### src/rtl/countdown_pkg.sv
// Shared types and defaults for the countdown front-end.
// Button FSM encoding plus timing defaults and a width helper.
package countdown_pkg;

    typedef enum logic [2:0] {
        IDLE      = 3'd0,
        PRESS_DEB = 3'd1,
        HELD      = 3'd2,
        REPEAT    = 3'd3,
        REL_DEB   = 3'd4
    } btn_state_t;

    localparam int DEF_DEBOUNCE_CYCLES = 250000;
    localparam int DEF_HOLD_CYCLES     = 25000000;
    localparam int DEF_REPEAT_CYCLES   = 5000000;

    function automatic int max3(input int a, input int b, input int c);
        int m;
        m = a;
        if (b > m) m = b;
        if (c > m) m = c;
        return m;
    endfunction

endpackage

### src/rtl/sync_2ff.sv
// Two-flop synchroniser for one asynchronous input bit.
// Clears to 0 on asynchronous active-low reset.
module sync_2ff (
    input  logic clk,
    input  logic reset,
    input  logic d,
    output logic q
);

    logic meta;

    always_ff @(posedge clk or negedge reset) begin
        if (!reset) begin
            meta <= 1'b0;
            q    <= 1'b0;
        end else begin
            meta <= d;
            q    <= meta;
        end
    end

endmodule

### src/rtl/button_decrement_ctrl.sv
// Debounced push-button to single-cycle decrement strobe,
// with optional auto-repeat while the button is held.
module button_decrement_ctrl
    import countdown_pkg::*;
#(
    parameter int DEBOUNCE_CYCLES = DEF_DEBOUNCE_CYCLES,
    parameter int HOLD_CYCLES     = DEF_HOLD_CYCLES,
    parameter int REPEAT_CYCLES   = DEF_REPEAT_CYCLES,
    parameter int CNT_W           =
        $clog2(max3(DEBOUNCE_CYCLES, HOLD_CYCLES, REPEAT_CYCLES)) + 1
) (
    input  logic       clk,
    input  logic       reset,
    input  logic       btn,
    input  logic       en,
    input  logic       repeat_en,
    output logic       dec_pulse,
    output logic       pressed,
    output logic [2:0] state_o
);

    localparam logic [CNT_W-1:0] DEB_LAST  = CNT_W'(DEBOUNCE_CYCLES - 1);
    localparam logic [CNT_W-1:0] HOLD_LAST = CNT_W'(HOLD_CYCLES - 1);
    localparam logic [CNT_W-1:0] REP_LAST  = CNT_W'(REPEAT_CYCLES - 1);
    localparam logic [CNT_W-1:0] CNT_MAX   = '1;

    logic             btn_s;
    btn_state_t       state;
    btn_state_t       state_nx;
    logic [CNT_W-1:0] cnt;
    logic [CNT_W-1:0] cnt_nx;
    logic             pulse_nx;
    logic             pressed_nx;
    logic             restart;

    sync_2ff u_sync (
        .clk   (clk),
        .reset (reset),
        .d     (btn),
        .q     (btn_s)
    );

    always_comb begin
        state_nx = state;
        pulse_nx = 1'b0;
        restart  = 1'b0;
        unique case (state)
            IDLE: begin
                if (btn_s) state_nx = PRESS_DEB;
            end
            PRESS_DEB: begin
                if (!btn_s) begin
                    state_nx = IDLE;
                end else if (cnt == DEB_LAST) begin
                    state_nx = HELD;
                    pulse_nx = 1'b1;
                end
            end
            HELD: begin
                if (!btn_s) begin
                    state_nx = REL_DEB;
                end else if (repeat_en && cnt == HOLD_LAST) begin
                    state_nx = REPEAT;
                    pulse_nx = 1'b1;
                end
            end
            REPEAT: begin
                if (!btn_s) begin
                    state_nx = REL_DEB;
                end else if (repeat_en && cnt == REP_LAST) begin
                    pulse_nx = 1'b1;
                    restart  = 1'b1;
                end
            end
            REL_DEB: begin
                // A bounce back to 1 re-enters HELD without a second pulse
                if (btn_s) begin
                    state_nx = HELD;
                end else if (cnt == DEB_LAST) begin
                    state_nx = IDLE;
                end
            end
            default: state_nx = IDLE;
        endcase

        if (state_nx != state || restart) begin
            cnt_nx = '0;
        end else if (cnt == CNT_MAX) begin
            cnt_nx = cnt;
        end else begin
            cnt_nx = cnt + CNT_W'(1);
        end

        pressed_nx = state_nx inside {HELD, REPEAT, REL_DEB};
    end

    always_ff @(posedge clk or negedge reset) begin
        if (!reset) begin
            state     <= IDLE;
            cnt       <= '0;
            dec_pulse <= 1'b0;
            pressed   <= 1'b0;
        end else begin
            state     <= state_nx;
            cnt       <= cnt_nx;
            dec_pulse <= pulse_nx & en;
            pressed   <= pressed_nx;
        end
    end

    assign state_o = state;

endmodule
### config.mk
export PLATFORM = sky130hd
export DESIGN_NAME = button_decrement_ctrl
export DESIGN_NICKNAME = d
export VERILOG_FILES = /design/src/rtl/countdown_pkg.sv /design/src/rtl/sync_2ff.sv /design/src/rtl/button_decrement_ctrl.sv
export SDC_FILE = /design/constraint.sdc
export NUM_CORES = 1
export LEC_CHECK = 0
export ABC_AREA = 1
export CORE_UTILIZATION = 25
export CTS_CLUSTER_SIZE = 14
export DETAILED_ROUTE_END_ITERATION = 10
export PLACE_DENSITY_LB_ADDON = 0.1
export SLEW_MARGIN = 20
export SYNTH_ARGS = -nofsm -noshare
export SYNTH_HDL_FRONTEND = slang
export SYNTH_SLANG_ARGS = --single-unit
export TNS_END_PERCENT = 30
### constraint.sdc
create_clock -name clk -period 1.85 [get_ports clk]
set_clock_uncertainty 0.1 [all_clocks]
set_input_delay 0.2775 -clock clk [delete_from_list [all_inputs] [get_ports clk]]
set_output_delay 0.2775 -clock clk [all_outputs]
set_load 0.02 [all_outputs]
# After elaboration in Yosys (flattened, before gate mapping)
# Cells that the tools add are included.
# totals
reg_bits	33
in_bits	5
output_inout_bits	5
elab_cells	45
# classes
addsub	1
n_eq_ne	13
n_mux	19
bitwise_logic	1
reduce_logical	5
# op_table
operator	count
$mux W26	2
$add A26 B1 Y26 const B	1
$eq A26 B18 Y1 const B	1
$eq A26 B23 Y1 const B	1
$eq A26 B25 Y1 const B	1
$eq A26 B26 Y1 const B	1
$mux W3	8
$pmux W3 S5	1
$eq A3 B2 Y1 const B	4
$mux W1	7
$eq A3 B3 Y1 const B	2
$eq A3 B1 Y1 const B	1
$logic_not A3 Y1	1
$ne A3 B3 Y1	1
$pmux W1 S3	1
$reduce_bool A3 Y1	1
$logic_and A1 B1 Y1	2
$ne A2 B2 Y1 const B	1
$and A1 B1 Y1	1
$logic_or A1 B1 Y1	1

# Logic depth before layout (Yosys ltp)
# Gate-level depths: netlist of run 1.
# logic_depth
word_depth	8
ltp_mapped	15
mapped_depth_nobuf	13

# Cells and area by module
# From an unflattened synthesis of run 1, not the netlist that was laid out.
# hier_totals
hier_cells	342
area_unflattened_um2	2252.2
# by_module_without_submodules
module	n_inst	cells_per_inst	area_each_um2	seq_area_each_um2
button_decrement_ctrl	1	340	2202.1	775.7
sync_2ff	1	2	50.0	50.0

# Worst setup path after synthesis of run 1
# OpenSTA, ideal clock, no wires.
# synth_timing
path_type	reg2reg
start	register state[2] (netlist: state_o[2])
end	register cnt[19]
setup_time_ns	0.120
arrival_ns	1.598
required_time_ns	1.630
slack_ns	0.032
path_stages_with_launch	15
n_path_buf	2
period_less_slack_ns	1.818
cell_sequence	dfrtp_1 > buf_6 > clkinv_2 > nand2_2 > nor2_2 > nand2_1 > nor2_1 > nand3_1 > nand2_1 > nand2_1 > nand3_1 > nand2_2 > nand2_4 > buf_6 > nor2_1
# synth_between
elab_chain_len	6
elab_cells_between_ends	19
cone_classes	6 x eq/ne; 11 x mux; 2 x reduce/logical
# synth_lines
item	line	rtl
start: declaration	button_decrement_ctrl.sv:28	btn_state_t state;
start signal: assignment	button_decrement_ctrl.sv:104	state <= state_nx;
$mux W3, on equally long branches	button_decrement_ctrl.sv:79, button_decrement_ctrl.sv:54, button_decrement_ctrl.sv:62	
$mux W3, on equally long branches	button_decrement_ctrl.sv:77, button_decrement_ctrl.sv:52, button_decrement_ctrl.sv:60	
$pmux W3 S5	button_decrement_ctrl.sv:47	unique case (state)
$ne A3 B3 Y1	button_decrement_ctrl.sv:86	if (state_nx != state || restart) begin
$logic_or A1 B1 Y1 *	button_decrement_ctrl.sv:86	
$ne A2 B2 Y1 (no line) / $mux W26 (equally long branches)	--	
end signal: assignment	button_decrement_ctrl.sv:105	cnt <= cnt_nx;
end: declaration	button_decrement_ctrl.sv:30	logic [CNT_W-1:0] cnt;
# Mark *: on every way between the ends. The rest lies on a longest branch, timed or not.
# A chain may end at the register's enable or synchronous reset.

# Worst setup path after layout of run 1
# layout_timing
start	register cnt[0]
end	register cnt[3]
# layout_between
elab_chain_len	8
elab_cells_between_ends	22
cone_classes	1 x add/sub; 6 x eq/ne; 12 x mux; 3 x reduce/logical
# layout_lines
item	line	rtl
$eq A26 B25 Y1	button_decrement_ctrl.sv:62	end else if (repeat_en && cnt == HOLD_LAST) begin
$logic_and A1 B1 Y1	button_decrement_ctrl.sv:62	
$mux W3	button_decrement_ctrl.sv:62	
$mux W3	button_decrement_ctrl.sv:60	if (!btn_s) begin
$pmux W3 S5 *	button_decrement_ctrl.sv:47	
named net state_nx[0]	button_decrement_ctrl.sv:29	btn_state_t state_nx;
$ne A3 B3 Y1 *	button_decrement_ctrl.sv:86	
$logic_or A1 B1 Y1 *	button_decrement_ctrl.sv:86	
$ne A2 B2 Y1 (no line) / $mux W26 (equally long branches)	--	
# Mark *: on every way through the listed nets, which the timed path passes. The rest lies on a longest branch. The select of a mux whose other input is x is not followed.

==> results of run 1 <==
-- cells by family (layout without fill, tap and decap cells) --
logic type / count (synthesis) / in the layout / share of synthesized area [%]
flops: 33 / 33 / 37.0
compound gates: 19 / 19 / 4.83
buf+inv: 56 / 126 / 10.8
fa+ha+maj: 1 / 1 / 0.561
xor+xnor: 10 / 10 / 3.93
simple gates: 206 / 206 / 42.8
-- sequential cells by signal, summed over array words and instances (netlist names) --
signal       flops
u_sync.meta      1
state_o          3
u_sync.q         1
pressed          1
dec_pulse        1
cnt             26
-- cell type report --
cell class,count,area [sq um]
Clock buffer,7,96.3
Timing Repair Buffer,66,638
Clock inverter,1,5.00
Sequential cell,33,826
Multi-Input combinational cell,236,1300
Fill cell,922,5480
Inverter,52,196
Tap cell,108,135
-- worst max-delay path, delay by kind of cell, from the launching register on --
family | cells | cell delay, ns
buffers and inverters | 3 | 0.41
adders and majority gates | 1 | 0.17
and+or+nand+nor | 10 | 0.81
DFF | 1 | 0.40
-- routing by layer --
layer	vias to the layer above	wire length, um
met2	21	2880
met1	988	3260
li1	1137	-
met3	10	138
met5	-	0
met4	0	97
-- through the flow --
stage | utilization (%) | total power (uW) | setup TNS, ns
6_report | 36.8 | 1830 | -3.09
5_1_grt | 36.8 | 1920 | -6.24
4_1_cts | 36.0 | 1850 | -2.10
3_5_place_dp | 31.9 | 1040 | -4.11
3_3_place_gp | 31.9 | 1050 | -3.76
2_1_floorplan | - | 922 | 0
-- power groups by stage --
stage | clock (uW) | combinational [uW] | sequential, uW
3_3_place_gp | 0 | 270 | 776
2_1_floorplan | 0 | 142 | 780
4_1_cts | 653 | 423 | 770
5_1_grt | 681 | 463 | 774
3_5_place_dp | 0 | 268 | 777
6_report | 630 | 427 | 771
-- worst max-delay path by stage --
stage                              start                  end  slack [ns]  depth (start not counted)
floorplan           state_o[2]$_DFF_PN0_  cnt[19]$_DFFE_PN0P_        0.03                         14
global placement               repeat_en   cnt[6]$_DFFE_PN0P_       -0.16                         14
detailed placement             repeat_en  cnt[19]$_DFFE_PN0P_       -0.18                         14
CTS                   cnt[0]$_DFFE_PN0P_  cnt[12]$_DFFE_PN0P_       -0.09                         15
global route          cnt[0]$_DFFE_PN0P_  cnt[19]$_DFFE_PN0P_       -0.26                         14
finish                cnt[0]$_DFFE_PN0P_   cnt[3]$_DFFE_PN0P_       -0.14                         14
-- repair_timing --
item | in CTS | in global routing
hold buffers | 1 | 0
endpoints found under the hold margin | 16 | 0
resized for setup | 28 | 13
cloned | 2 | 0
endpoints found under the setup margin | 26 | 27
pin swaps | 6 | 8
setup buffers | 6 | 5
-- cell usage after synthesis, types with 4 or more instances --
cell type	n
nand2_1	80
nor2_1	53
inv_1	50
dfrtp_1	33
nor2_2	24
nand3_1	21
o21ai_0	9
xor2_1	9
nand4_1	7
nand2_2	6
nor3_1	6
a21oi_1	5
nand3_2	5
buf_6	4
==> qor.csv, run 1 <==
stage;metric;value;unit
outcome;status;finished, violations left;
outcome;violations;setup timing;
finish;postLayoutCellArea;3190;sq um
logic_synthesis;syn_nets;331;
die;rows;34;
logic_synthesis;synth_edf_count;0;
timing;drv_slew;0;
min_path;worstHoldStart;u_sync.meta$_DFF_PN0_;
global_routing;grtUsageTotal;15.6;%
logic_synthesis;yosysTopAreaCell;dfrtp_1;
critical_path;crit_required;1.98;ns
timing;timing.final.crit_share;107;%
finish;num_antenna_cells;0;
global_routing;grt_pass1_vias;2244;
clock_tree;cts.sinks;33;
placement;place_area;2770;sq um
die;die-area;9300;sq um
global_routing;grt_max_degree;18;
logic_synthesis;synth_seq_cells;33;
die;start_util;25.7;%
finish;drive_above_1_share;32.7;%
timing;worst_pin_slew;0.428;ns
route;routed_wl;6380;um
logic_synthesis;synth_cells;325;
global_routing;antenna_found_initial;0;
logic_synthesis;synth_cell_type_count;24;
critical_path;crit_path_frequent_cell;nand2_2;
power_and_ir_drop;combPwrFrac;23.3;%
logic_synthesis;synthArstFlopShare;100;%
power_and_ir_drop;swShare;28.2;%
critical_path;r2r-end;cnt[3]$_DFFE_PN0P_;
die;core_region_area;8680;sq um
finish;area_delta_synth_final;43.3;%
critical_path;ff2ff_path_depth;14;
logic_synthesis;synth_top_area_share;37.0;%
power_and_ir_drop;power.density;572;nW/um^2
clock_tree;clkTransAtPathRegs;0.07;ns
timing;hold_ws;0.254;ns
clock_tree;clock_latency;0.29;ns
global_routing;use_met3;2.90;%
placement;place.gp.congestion;0.770;
route;initialDrtViolationCount;64;
min_path;min_to;u_sync.q$_DFF_PN0_;
timing;setup_slack;-0.135;ns
route;via_count;2156;
global_routing;grt.overflow.total;0;
logic_synthesis;synthFlopType;dfrtp_1;
global_routing;met2_usage;25.1;%
timing;hold_violations;0;
route;drc;0;
global_routing;grt_pass1_wl;11000;um
critical_path;cp_max_fo;5;
logic_synthesis;synth-seq-area-share;37.0;%
logic_synthesis;yosys_warnings;0;
power_and_ir_drop;total_leakage_power;0.00143;uW
min_path;hold_depth;0;
finish;layout.nets;400;
placement;hpwlAfterDp;4690;um
global_routing;gr-max-usage-layer;met2;
finish;finalNonFillerCells;503;
route;routedWlPerCell;12.7;um
critical_path;worstSetupEndpointType;flop;
logic_synthesis;synth_area;2230;sq um
finish;final_common_cell;nand2_1;
logic_synthesis;syn_area_per_cell;6.86;sq um
clock_tree;cts_root_buf;clkbuf_8;
die;die_w;96.4;um
clock_tree;cts_tree;done;
critical_path;cp.arrival;2.12;ns
power_and_ir_drop;pwr-share-seq;42.2;%
placement;pre_cts_slack;-0.181;ns
power_and_ir_drop;peakVddDrop;258;uV
timing;rsz0062_at_grt;yes;
timing;min_period;1.99;ns
critical_path;startpoint_type;flop;
finish;layout_common_cells;nand2_1, inv_1, buf_4;
placement;io_buffer_count;9;
placement;place_inst;481;
die;fp.dieH;96.4;um
critical_path;crit_type;reg2reg;
power_and_ir_drop;p_sw;516;uW
route;ant_nets;0;
power_and_ir_drop;internal-power;1310;uW
critical_path;crit_chain;ha_4 > nand3_4 > buf_6 > nor2_4 > nand3_2 > nand2_1 > nand2_2 > nand2_2 > nand2_2 > nand2_2 > nand2_4 > buf_12 > buf_12 > nor2_4;
clock_tree;cts_buffers;5;
route;vias_per_cell;4.29;
die;pin_count;10;
logic_synthesis;yosys-top-cells-area;dfrtp_1, nand2_1, nor2_1;
timing;relSlewSlack;71.2;%
power_and_ir_drop;p_clk_share;34.5;%
critical_path;critPathMaxStageDelay;0.40;ns
clock_tree;cts_max_path_buffers;2;
flow_run;cap_violations;0;
critical_path;critPathSlowestCell;dfrtp_1;
critical_path;rr_startpoint;cnt[0]$_DFFE_PN0P_;
min_path;hold_path.class;reg2reg;
critical_path;rrSetupSlack;-0.14;ns
timing;setup_viol;26;
route;first_pass_iters;4;
global_routing;grt_util_met1;21.3;%
timing;max_freq;504;MHz
clock_tree;htreeDepth;2;
No activity file was read; power rests on OpenSTA's default activity.
==> inputs of run 2 (changes only) <==
SLEW_MARGIN = 15   (was 20)
==> results of run 2 <==
The final DEF is identical to that of run 1; final timing and power are the same.
